<file path="src/rtl/acc_ctrl_seq.sv">
// acc_ctrl_seq: decodes opcodes into accumulator-bank control beats. Loads and stores
// wait in MEM for mem_ready with a timeout. Optional macro: ACC_ILLEGAL_TRAP_EN.
module acc_ctrl_seq #(
   parameter int OPW         = 6,
   parameter int NACC        = 2,
   parameter int MEM_TIMEOUT = 15,
   localparam int SELW       = (NACC > 1) ? $clog2(NACC) : 1
) (
   input  logic            clk,
   input  logic            rst_n,
   input  logic            op_valid,
   input  logic [OPW-1:0]  op,
   input  logic [SELW-1:0] acc_sel,
   output logic            op_ready,
   input  logic            mem_ready,
   input  logic            stall,
   output logic            mem_req,
   output logic            ctrl_valid,
   output logic [2:0]      acc_ctrl,
   output logic [NACC-1:0] acc_we,
   output logic            illegal,
   output logic            busy
);

   localparam logic [1:0] IDLE = 2'd0;
   localparam logic [1:0] MEM  = 2'd1;
   localparam logic [1:0] OUT  = 2'd2;
`ifdef ACC_ILLEGAL_TRAP_EN
   localparam logic [1:0] TRAP = 2'd3;
`endif
   localparam logic [7:0] TMO_LAST = 8'(MEM_TIMEOUT - 1);

   logic [1:0]      state;
   logic [7:0]      tmo_cnt;
   logic [2:0]      beat_ctrl;
   logic [NACC-1:0] beat_we;
   logic            beat_ill;

   logic [2:0]      grp;
   logic [2:0]      sub;
   logic [2:0]      dec_ctrl;
   logic            dec_legal;
   logic            dec_we_en;
   logic            dec_mem;
   logic [NACC-1:0] sel_onehot;
   logic            sel_ok;
   logic            accept;

   assign grp = op[OPW-1 -: 3];
   assign sub = op[2:0];

   // Bank selects at or beyond NACC leave sel_ok low, which marks the opcode illegal.
   always_comb begin
      sel_onehot = '0;
      sel_ok     = 1'b0;
      for (int i = 0; i < NACC; i++) begin
         if (int'(acc_sel) == i) begin
            sel_onehot[i] = 1'b1;
            sel_ok        = 1'b1;
         end
      end
   end

   always_comb begin
      dec_ctrl  = 3'b000;
      dec_legal = 1'b1;
      dec_we_en = 1'b0;
      dec_mem   = 1'b0;
      case (grp)
         3'b000: begin
            if (sub <= 3'd3) begin
               dec_ctrl  = 3'b010;
               dec_we_en = 1'b1;
            end else if (sub == 3'd5 || sub == 3'd6) begin
               dec_ctrl  = 3'b001;
               dec_we_en = 1'b1;
            end else begin
               dec_legal = 1'b0;
            end
         end
         3'b001: begin
            if (sub == 3'd0) begin
               dec_ctrl  = 3'b000;
               dec_we_en = 1'b1;
               dec_mem   = 1'b1;
            end else if (sub == 3'd1) begin
               dec_ctrl  = 3'b001;
               dec_mem   = 1'b1;
            end else begin
               dec_legal = 1'b0;
            end
         end
         3'b010: begin
            dec_ctrl  = 3'b010;
            dec_we_en = 1'b1;
         end
         3'b011:  dec_legal = 1'b0;
         3'b100:  dec_ctrl  = 3'b000;
         3'b101:  dec_ctrl  = 3'b101;
         3'b110:  dec_ctrl  = 3'b001;
         default: dec_ctrl  = 3'b000;
      endcase
      if (!sel_ok) begin
         dec_legal = 1'b0;
      end
      // A rejected opcode never touches memory and always carries the all-zero beat.
      if (!dec_legal) begin
         dec_ctrl  = 3'b000;
         dec_we_en = 1'b0;
         dec_mem   = 1'b0;
      end
   end

`ifdef ACC_ILLEGAL_TRAP_EN
   // An illegal beat leaving OUT heads to TRAP, so no successor op can be taken then.
   assign op_ready = (state == IDLE) || (state == OUT && !stall && !beat_ill);
`else
   assign op_ready = (state == IDLE) || (state == OUT && !stall);
`endif

   assign accept = op_valid && op_ready;

   always_ff @(posedge clk or negedge rst_n) begin
      if (!rst_n) begin
         state     <= IDLE;
         tmo_cnt   <= '0;
         beat_ctrl <= '0;
         beat_we   <= '0;
         beat_ill  <= 1'b0;
      end else if (accept) begin
         state     <= dec_mem ? MEM : OUT;
         tmo_cnt   <= '0;
         beat_ctrl <= dec_ctrl;
         beat_we   <= dec_we_en ? sel_onehot : '0;
         beat_ill  <= !dec_legal;
      end else begin
         case (state)
            MEM: begin
               if (mem_ready) begin
                  state   <= OUT;
                  tmo_cnt <= '0;
               end else if (tmo_cnt == TMO_LAST) begin
                  state     <= OUT;
                  tmo_cnt   <= '0;
                  beat_ctrl <= '0;
                  beat_we   <= '0;
                  beat_ill  <= 1'b1;
               end else begin
                  tmo_cnt <= tmo_cnt + 8'd1;
               end
            end
            OUT: begin
               if (!stall) begin
`ifdef ACC_ILLEGAL_TRAP_EN
                  state <= beat_ill ? TRAP : IDLE;
`else
                  state <= IDLE;
`endif
               end
            end
            default: ;
         endcase
      end
   end

   // Beat registers also hold the pending load/store result, so gate them by OUT.
   assign mem_req    = (state == MEM);
   assign ctrl_valid = (state == OUT);
   assign busy       = (state != IDLE);
   assign acc_ctrl   = ctrl_valid ? beat_ctrl : 3'b000;
   assign acc_we     = ctrl_valid ? beat_we : '0;
   assign illegal    = ctrl_valid && beat_ill;

endmodule

</file>
<file path="config.mk">
export PLATFORM = sky130hd
export DESIGN_NAME = acc_ctrl_seq
export DESIGN_NICKNAME = d
export VERILOG_FILES = /design/src/rtl/acc_ctrl_seq.sv
export SDC_FILE = /design/constraint.sdc
export NUM_CORES = 1
export LEC_CHECK = 0
export ABC_CLOCK_PERIOD_IN_PS = 2750
export CAP_MARGIN = 5
export CORE_MARGIN = 2
export CORE_UTILIZATION = 45
export DETAILED_ROUTE_END_ITERATION = 8
export HOLD_SLACK_MARGIN = 0.1
export PLACE_DENSITY = 0.72
export SLEW_MARGIN = 40
export SYNTH_ARGS = -nofsm -noshare
export SYNTH_HDL_FRONTEND = slang
export SYNTH_SLANG_ARGS = --single-unit
</file>
<file path="constraint.sdc">
create_clock -name clk -period 2.75 [get_ports clk]
set_input_delay 0.275 -clock clk [delete_from_list [all_inputs] [get_ports clk]]
set_output_delay 0.275 -clock clk [all_outputs]
set_load 0.01 [all_outputs]
</file>
# == Word-level counts from Yosys, hierarchy flattened ==
# Cells that the tools add are included.
# classes
order_cmp,1
muxes,43
add_sub_neg,1
eq_ne,14
reduce_logical,16
# ops
op,n
8-bit 2-to-1 mux,4
2-bit 2-to-1 mux,12
3-bit 2-to-1 mux,6
1-bit 2-to-1 mux,17
3-bit case mux with 5 select lines,1
"3-bit equality test, second input constant",4
"8-bit by 1-bit adder with 8-bit output, second input constant",1
"8-bit by 4-bit equality test with 1-bit output, second input constant",1
"3-bit by 1-bit equality test with 1-bit output, second input constant",2
"3-bit by 2-bit equality test with 1-bit output, second input constant",2
3-bit zero test,2
1-bit case mux with 3 select lines,2
3-bit AND reduction,2
2-bit nonzero test,3
"4-bit by 2-bit inequality test with 1-bit output, second input constant",1
2-bit case mux with 2 select lines,1
"3-bit by 2-bit <= comparator with 1-bit output, second input constant",1
1-bit logical AND,3
"3-bit by 2-bit inequality test with 1-bit output, second input constant",1
3-bit nonzero test,1
"2-bit by 1-bit equality test with 1-bit output, second input constant",1
"2-bit equality test, second input constant",1
1-bit zero test,2
2-bit zero test,1
other kinds (2),3
# word_totals
register_bits,16
input_bits,12
word_cells,80
output_inout_bits,10

# == Logic depth before layout (Yosys ltp) ==
# logic_depth
depth_word,8
mapped_depth,6
ltp_nobuf,6

# == Least setup slack after synthesis ==
# Ideal clock, no wire load.
# synth_path
path_kind,reg-to-reg
start,register state[0]
end,register tmo_cnt[6]
path_buffers,0
setup_time_ns,0.079
required_time_ns,2.671
path_stages_with_launch,7
arrival_ns,1.562
period_less_slack_ns,1.641
slack_ns,1.109
path_cell_list,dfrtp_1 -> inv_1 -> ha_1 -> nand2b_4 -> a21o_1 -> or3_1 -> a21oi_1
# synth_via
elab_chain_len,5
word_cells_on_any_way,8
classes_between,eq/ne (2); mux (1); reduce/logical (5)
# synth_rtl
element,line,source
from (decl),33,logic [1:0] state;
from (signal assigned),131,state <= dec_mem ? MEM : OUT;
2-bit equality test *,--,
named net ctrl_valid,18,"output logic ctrl_valid,"
1-bit logical AND *,118,assign op_ready = (state == IDLE) || (state == OUT && !stall);
1-bit logical OR *,118,
1-bit logical AND *,121,assign accept = op_valid && op_ready;
8-bit 2-to-1 mux / 2-bit nonzero test (equally long branches),--,
to (signal assigned),149,tmo_cnt <= tmo_cnt + 8'd1;
to (decl),34,logic [7:0] tmo_cnt;
# Mark *: on every way through the listed nets, which the timed path passes. The rest lies on a longest branch.
# A chain may end at the register's enable or synchronous reset.

# == Worst setup path after layout ==
# layout_path
start,register state[0]
end,output op_ready
# layout_via
elab_chain_len,3
word_cells_on_any_way,4
classes_between,eq/ne (1); reduce/logical (3)
# layout_rtl
element,line,source
2-bit equality test,118,
1-bit logical AND,118,
1-bit logical OR *,118,
to (decl),14,"output logic op_ready,"
# Every way passes the cells marked *; elsewhere a longest branch is shown, timed or not.

==> run summary <==
Die Ht -> 52.1 um
Crit path cell chain -> inv_1 > ha_1 > nand2b_4 > nand2_1 > clkdlybuf4s50_1
Int Pwr -> 0.530 mW
Crit path max-delay family -> buffers and inverters
Nature of the critical path startpoint -> register
First-pass GRT wire length -> 3.85 mm
I/O Buffers -> 21
Antenna cell count -> 0
Yosys warns -> 0
CTS sink cnt -> 16
Synth async-reset ratio -> 100%
Num CTS Buffers -> 3
Syn_area_per_cell -> 9.38 sq um
Nets@finish -> 155
CORE AREA -> 2190 sq um
TNS Setup -> 0 ns
CP endpoint kind -> output pin
Final setup vio count -> 0
Maximum number of pins on one net before global-route repair -> 17
Htree depth -> 1
Synth Net Count -> 128
Hold Vio Cnt, Final -> 0
Wirelength per Cell -> 13.3 um
Layout cells sized above 1 -> 8.03%
Ports -> 22
Sequential power share -> 36.5%
Fmax -> 0.452 GHz
Crit path max fanout -> 11
Peak VDD IR -> 0.000386 V
Vias in the first global route -> 868
Synthesis-stage register bit count -> 16
Switching part of the total -> 35.0%
Final clock skew -> 0.000874 ns
Num rows -> 17
Drt via density -> 5.47
Most common cell after layout, fill and taps aside -> clkdlybuf4s50_1
Initial antenna violation count -> 0
Later-pin clock latency in the skew report -> 0.30 ns
Final period utilization -> 80.4%
RSZ-0062 raised after global routing -> no
CP max stage delay -> 0.54 ns
Vias -> 903
PwrDens -> 614 nW/um^2
Combinational power share -> 43.6%
Most used DFF post-synth -> dfrtp_1
HPWL after DPL -> 1.73 mm
Clock power frac -> 20.0%
R2R depth -> 6
Total grt overflow -> 0
Residual DRC -> 0
Worst hold-check path type -> input pin to asynchronous set/reset pin
Outcome -> complete, no violations
Final WS setup -> 0.540 ns
CTS tree -> done
Cell Area, Synth -> 1040 sq um
DIE AREA -> 2710 sq um
Register area share after synthesis -> 38.5%
Synth unique cells -> 40
Maximum clock path buffer count -> 2
Worst path bufs/invs -> 2
P&R area growth vs syn -> 27.5%
Most frequent cells in the layout -> clkdlybuf4s50_1 (20), dfrtp_1 (16), inv_1 (9), nor2_1 (9), a21oi_1 (7)
Pre-antenna DRT Iters -> 4
Total Routing Usage GR -> 19.1%
Max-slew headroom -> 60.3%
Tmin final -> 2.21 ns
Pre-CTS setup slack -> 0.874 ns
Max-cap violation count -> 0
1st-iter DRT viols -> 11
Total net switching power -> 0.285 mW
Starting Density -> 47.5%
DRT antenna net count -> 0
EDFF count, synth -> 0
GP Congestion -> 0.839
Critical Path Stages -> 5
DIE WIDTH -> 52.1 um
Register clock-pin slew on the reported worst setup and hold paths -> 0.10 ns
CTS Root Buffer Type -> clkbuf_4
Critical Path AT -> 1.94 ns
CP max-delay cell -> clkdlybuf4s50_1
Worst-Margin Slew -> 0.592 ns
WP data required -> 2.48 ns
WL final -> 2.20 mm
Setup CP Type -> register to output pin
Slew Viols, Final -> 0
Static Leak -> 0.554 nW
Mapped Cells -> 111
==> power by group through the flow <==
stage	combinational (mW)	clock (mW)	sequential, mW
after global placement	0.351	0	0.301
after global routing	0.398	0.174	0.306
final	0.355	0.163	0.297
after floorplan	0.208	0	0.295
after detailed placement	0.357	0	0.302
after CTS	0.358	0.169	0.298
==> timing repair <==
item | in CTS | in global routing
setup endpoints to repair | 0 | 0
hold buffers | 0 | 1
setup buffers | 0 | 0
endpoints found under the hold margin | 0 | 16
resized for setup | 0 | 0
==> cells by family after synthesis <==
family	count (synthesis)	synth area share, %
DFF	16	38.5
xor gates and xnor gates	5	4.21
buffers and inverters	9	3.24
and+or+nand+nor	38	21.8
adders and majority gates	5	6.01
AOI/OAI and AO/OA	37	25.2
muxes	1	1.08
==> area by class of cell <==
type                            instances  area (sq um)
Inverter                                9          33.8
Sequential cell                        16           400
Multi-Input combinational cell         86           607
Timing Repair Buffer                   22           215
Tap cell                               28          35.0
Clock buffer                            4          36.3
Fill cell                             189           863
==> per-layer routing <==
layer	GRT usage, %	share of wire, %
met5	0	0
met4	9.21	2.6
met3	1.72	3.8
met2	30.2	47
met1	26.0	46
==> Yosys cell counts (3+ instances only) <==
cell type | n | area, sq um
inv_1 | 9 | 33.8
a21oi_1 | 7 | 35.0
nor2_1 | 9 | 33.8
xnor2_1 | 4 | 35.0
ha_1 | 5 | 62.6
a32o_1 | 3 | 30.0
dfrtp_1 | 16 | 400
and2_1 | 6 | 37.5
o211ai_1 | 3 | 22.5
a211oi_1 | 4 | 30.0
nand2_1 | 5 | 18.8
o21ai_0 | 6 | 30.0
==> flip-flops by register name, summed over array words and instances, names as in the netlist <==
register and count:
beat_ill 1, state 2, beat_ctrl 3, tmo_cnt 8
beat_we 2
==> through the flow <==
step	total power [mW]	hold slack, ns	utilization [%]	cell area (sq um)	instances
4_1_cts	0.825	0.432	60.4	1320	164
3_3_place_gp	0.652	0.479	58.7	1290	160
2_1_floorplan	0.502	-0.0206	-	1040	111
6_report	0.815	0.415	60.6	1330	165
5_1_grt	0.878	0.469	60.6	1330	165
3_5_place_dp	0.659	0.481	58.7	1290	160
==> final timing paths <==
check / startpoint / to / slack (ns)
setup / recovery: state[0] / op_ready / 0.54
hold / removal: rst_n / tmo_cnt[3] / 0.42
setup reg to reg: state[0] / beat_ctrl[0] / 0.87
hold reg to reg: beat_ctrl[2] / beat_ctrl[2] / 0.50
max in group asynchronous: rst_n / state[0] / 2.07
min in group clk: beat_ctrl[2] / beat_ctrl[2] / 0.50
(Power assumes the default switching activity.)
